`config.mk`:
```
export PLATFORM = sky130hd
export DESIGN_NAME = relu_activation
export DESIGN_NICKNAME = d
export VERILOG_FILES = /design/src/rtl/relu_activation.sv
export SDC_FILE = /design/constraint.sdc
export NUM_CORES = 1
export LEC_CHECK = 0
export CAP_MARGIN = 0
export CORE_MARGIN = 2
export CORE_UTILIZATION = 30
export CTS_CLUSTER_DIAMETER = 30
export DETAILED_ROUTE_END_ITERATION = 7
export GPL_ROUTABILITY_DRIVEN = 1
export PLACE_DENSITY_LB_ADDON = 0.3
export SLEW_MARGIN = 15
export SYNTH_ARGS = -nofsm -noshare
export SYNTH_HDL_FRONTEND = slang
export SYNTH_SLANG_ARGS = --single-unit
```
`constraint.sdc`:
```
create_clock -name clk -period 2.55 [get_ports clk]
set_input_delay 0.51 -clock clk [delete_from_list [all_inputs] [get_ports clk]]
set_output_delay 0.51 -clock clk [all_outputs]
set_load 0.02 [all_outputs]
```
`src/rtl/relu_activation.sv`:
```
// Multi-lane ReLU with optional upper clip; 1-cycle registered latency.
// No backpressure: one beat accepted per clock, outputs hold when in_valid is low.
module relu_activation #(
   parameter int DATA_W = 8,
   parameter int LANES  = 4
) (
   input  logic                       clk,
   input  logic                       rst_n,
   input  logic                       in_valid,
   input  logic [LANES*DATA_W-1:0]    relu_in,
   input  logic                       clip_en,
   input  logic [DATA_W-1:0]          clip_max,
   output logic                       out_valid,
   output logic [LANES*DATA_W-1:0]    relu_out,
   output logic [$clog2(LANES+1)-1:0] neg_count
);

   localparam int CW = $clog2(LANES + 1);

   logic [DATA_W-1:0]       cap;
   logic [LANES-1:0]        lane_neg;
   logic [LANES*DATA_W-1:0] res_next;
   logic [CW-1:0]           neg_sum;

   // A negative clip bound collapses the cap to zero.
   assign cap = clip_max[DATA_W-1] ? '0 : clip_max;

   for (genvar k = 0; k < LANES; k++) begin : g_lane
      logic [DATA_W-1:0] x;
      logic [DATA_W-1:0] pos;

      assign x           = relu_in[k*DATA_W +: DATA_W];
      assign lane_neg[k] = x[DATA_W-1];
      assign pos         = lane_neg[k] ? '0 : x;
      // pos and cap both have a clear MSB, so an unsigned compare is exact.
      assign res_next[k*DATA_W +: DATA_W] = (clip_en && (pos > cap)) ? cap : pos;
   end

   always_comb begin
      neg_sum = '0;
      for (int k = 0; k < LANES; k++) begin
         neg_sum = neg_sum + CW'(lane_neg[k]);
      end
   end

   always_ff @(posedge clk) begin
      if (!rst_n) begin
         out_valid <= 1'b0;
         relu_out  <= '0;
         neg_count <= '0;
      end else begin
         out_valid <= in_valid;
         if (in_valid) begin
            relu_out  <= res_next;
            neg_count <= neg_sum;
         end
      end
   end

endmodule

```
# --- Yosys cells after proc, flatten, opt, wreduce, memory -nomap -nowiden ---
# Index checks and enable logic that the tools add are counted.
# Widths: inputs -> output; s select.
classes:
  addsub: 3
  multipliers: 0
  div_mod_pow: 0
  order_cmp: 4
  eq_ne: 0
  shift: 0
  mux: 9
  bitwise_logic: 0
  reduce_logical: 4
ops:
  columns: ["cell", "n"]
  rows:
  - ["$mux 7", 9]
  - ["$gt 7x7->1", 4]
  - ["$logic_and 1x1->1", 4]
  - ["$add 2x1->3", 1]
  - ["$add 3x1->3", 1]
  - ["$add 1x1->2", 1]
word_totals:
  regBits: 36
  latch_bits: 0
  mem_bits_rw: 0
  mem_bits_ro: 0
  input_bits: 44
  out_inout_bits: 36
  elab_cells: 23
  memories: 0

# --- Longest topological paths before layout ---
logic_depth:
  depth_word: 4
  depth_mapped: 11
  mapped_depth_nobuf: 9

# --- Worst setup path before layout ---
# OpenSTA, ideal clock, no wires.
synth_timing:
  kind: "input to register"
  start: "input port clip_max[4]"
  end: "register relu_out[28]"
  t_arrival_ps: 2245
  slack_ps: 173
  cell_stages: 10
  n_path_buf: 2
  cell_sequence: "nor2b_2 clkinv_2 buf_6 ha_1 nand4_1 o21bai_1 a31oi_1 clkbuf_1 mux2i_1 a21oi_1"
synth_via:
  elab_chain_cells: 4
synth_rtl:
  columns: ["item", "line_no", "rtl"]
  rows:
  - ["start: declaration", "12", "input logic [DATA_W-1:0] clip_max,"]
  - ["$mux 7 (*)", "26", "assign cap = clip_max[DATA_W-1] ? '0 : clip_max;"]
  - ["$gt 7x7->1", "36", "assign res_next[k*DATA_W +: DATA_W] = (clip_en && (pos > cap)) ? cap : pos;"]
  - ["$logic_and 1x1->1", "36", null]
  - ["$mux 7 (*)", "36", null]
  - ["end signal: assignment", "54", "relu_out <= res_next;"]
  - ["end: declaration", "14", "output logic [LANES*DATA_W-1:0] relu_out,"]
# Every way passes the cells marked *; elsewhere a longest branch is shown, timed or not.
# A chain may end at the register's enable or synchronous reset.

# --- Final worst setup path ---
layout_timing:
  start: "input port relu_in[23]"
  end: "register relu_out[21]"
layout_via:
  elab_chain_cells: 4
layout_rtl:
  columns: ["item", "line_no", "rtl"]
  rows:
  - ["start: declaration", "10", "input logic [LANES*DATA_W-1:0] relu_in,"]
  - ["$mux 7 (*)", "34", "assign pos = lane_neg[k] ? '0 : x;"]
  - ["$gt 7x7->1", "36", null]
  - ["$logic_and 1x1->1", "36", null]
  - ["$mux 7 (*)", "36", null]
# Marked as above.

==> impl_metrics.toml <==
[placement]
io_buffers = 75
hpwl_mm = 6.59
dpl_worst_slack_ns = -0.466
placed_cells = 520
dpl_cell_area_um2 = 3730
place_congestion = 0.892

[cts]
holdBufCountCts = 0
htree_num_levels = 2
cts.sink_count = 32
path_clk_slew_ns = 0.07
clock_latency_ns = 0.29
cts-root-buf = "clkbuf_8"
cts_tree = "built"
post_cts_buffers = 0
numCtsBuffers = 5
clockBufferDepth = 2

[pwr]
vdd_ir_drop_max_uv = 282
leakagePower_nw = 1.58
p_comb_share_pct = 37.6
switchingPower_mw = 0.542
p_int_mw = 1.13
clockPowerShare_pct = 29.4
seqPwrFrac_pct = 33.0
powerDensity_nw_per_um2 = 418
switching_share_pct = 32.4

[sta]
whs_ns = 0.479
maxSlewViolCount = 0
fin_crit_ns = 2.47
max_freq_ghz = 0.405
report.final.hold_viol_count = 0
finalClockSkew_ns = 0
setup_slack_ns = 0.0799
finalSetupViolCount = 0
finalCritPeriodShare_pct = 96.9

[setup_path]
critPathLaunch = "relu_in[23]"
crit_type = "primary input to flip-flop"
worstReg2RegStart = "relu_out[25]"
cp-start-kind = "primary input"
rr_endpoint = "relu_out[25]"
crit_fanout = 8
r2r_slack_ns = 1.83
r2r_cells = 2
crit_required_ns = 2.72
cp_data_arrival_time_ns = 2.64
cp-endpoint = "relu_out[21]"
crit_path_end_kind = "flip-flop"

[logic_synthesis]
synth_area_leader_cell = "dfxtp_1"
ys_seq_area_share_pct = 24.9
synth_ff_type = "dfxtp_1"
yosysMostFrequentCell = "dfxtp_1"
synth-seq-cells = 32
syn_area_per_cell_um2 = 8.37
ys_async_sr_fraction_pct = 0
synth_common_cells = "dfxtp_1 (32), nand2_1 (31), o21ai_0 (29), ha_1 (21), nor2b_1 (19)"
yosys_warnings = 0
synth.top_cells.by_area = "dfxtp_1 (25%), ha_1 (10%), o21ai_0 (5.7%), nor2b_1 (4.6%), nand2_1 (4.5%)"
synth_edf_count = 0
synth_cell_types = 48
synthCells = 307
netlist_area_um2 = 2570
synth_top_area_share_pct = 24.9

[flow_run]
drv_cap = 0

[grt]
grt_pass1_vias = 2714
grt_antenna_before_repair = 0
grt_start_max_net_pins = 37
grt-ovfl-total = 0
grtUsageTotal_pct = 18.7
grt_pass1_wl_mm = 13.2

[status]
status = "finished clean"

[die]
io_pins = 80
num_rows = 33
fp.dieH_um = 96.5
core_area_um2 = 8260
initial_utilization_pct = 31.1
die_w_um = 96.5
dieArea_um2 = 9320

[final_layout]
drive_gt1_share_pct = 23.4
area_growth_pct = 56.1
post-route-util_pct = 48.5
antennaDiodeCount = 0
stdcell_count = 528
fin_area_um2 = 4010
layout.nets = 488

[detailed_routing]
wl_per_cell_um = 16.0
totalWireLength_mm = 8.42
vias_per_cell = 5.19
ant_nets = 0
drt_iter0_drc = 69
dr.pass1.iters = 6
drc = 0
vias = 2738

[min_path]
hold_class = "flip-flop to flip-flop"
==> state kept, by name (all words and copies together), names as in the netlist <==
name	cells
out_valid	1
neg_count	3
relu_out	28
==> metrics by stage <==
step | TNS [ns] | power (mW)
after floorplan | 0 | 0.870
after global routing | -0.0610 | 1.76
after detailed placement | -10.59 | 1.14
after global placement | -9.59 | 1.13
after CTS | 0 | 1.64
final | 0 | 1.67
==> what timing repair did <==
item / in CTS / in global routing
endpoints found under the setup margin: 25 / 27
pin swaps: 0 / 7
gates resized for setup: 11 / 32
hold endpoints to repair: 0 / 0
==> worst min-delay path by stage <==
stage	to	slack, ns	cells past startpoint	startpoint
after CTS	relu_out[19]	0.48	2	relu_out[19]
after global routing	relu_out[0]	0.51	2	relu_out[0]
after detailed placement	relu_out[0]	0.45	2	relu_out[0]
after floorplan	relu_out[17]	0.55	2	relu_out[17]
final	relu_out[11]	0.48	2	relu_out[11]
after global placement	relu_out[0]	0.46	2	relu_out[0]
==> worst max-delay path, stage by stage <==
cell and delay (ns):
clkdlybuf4s50_1 0.55, buf_4 0.20, and4bb_2 0.25, a22oi_2 0.29, a2111oi_4 0.15, nor3_4 0.35
or2_4 0.22, o221ai_1 0.12
==> cells by family (layout without fill, tap and decap cells) <==
family                     count (synthesis)  in the layout  synth area share (%)
xor gates and xnor gates                   6              6                  2.05
muxes                                      4              4                  1.56
AOI/OAI and AO/OA                         95             95                  27.9
other                                      1              4                 0.146
and+or+nand+nor                          111            111                  25.8
DFF                                       32             32                  24.9
buffers and inverters                     36            149                  6.67
adders and majority gates                 22             22                  11.0
==> area by class of cell <==
type | instances | area (µm²)
fillers | 780 | 4250
clock inverters | 2 | 35.0
well taps | 105 | 131
flip-flops and latches | 32 | 641
multi-input cells | 242 | 1940
inverters | 19 | 73.8
repair buffers | 122 | 1120
clock buffers | 6 | 72.6
==> power by group through the flow <==
stage	clock [mW]	combinational (mW)	sequential, mW
2_1_floorplan	0	0.268	0.602
3_3_place_gp	0	0.567	0.563
3_5_place_dp	0	0.577	0.564
4_1_cts	0.503	0.587	0.553
5_1_grt	0.522	0.685	0.556
6_report	0.492	0.630	0.552
==> cell usage in the layout, fill, tap and decap left out, types with 6 or more instances in the layout <==
cell,n
nand2_1,31
buf_4,46
dfxtp_1,32
nand2b_1,9
o21ai_0,27
inv_1,17
o221ai_1,9
or3_1,6
a31oi_1,7
o211ai_1,9
nor3b_1,7
a21oi_1,8
nor2b_1,17
clkdlybuf4s50_1,71
ha_1,20
nor2_1,8
==> per-layer routing <==
metal  global-route usage [%]  up-vias  routed length (µm)
met5                        0        -                   0
met4                     6.10        0                 135
met3                     3.57       10                 530
met2                     31.0       77                3940
met1                     24.4     1295                3820
li1                         -     1356                   -
Note: power is estimated with default switching activity, not from simulation.
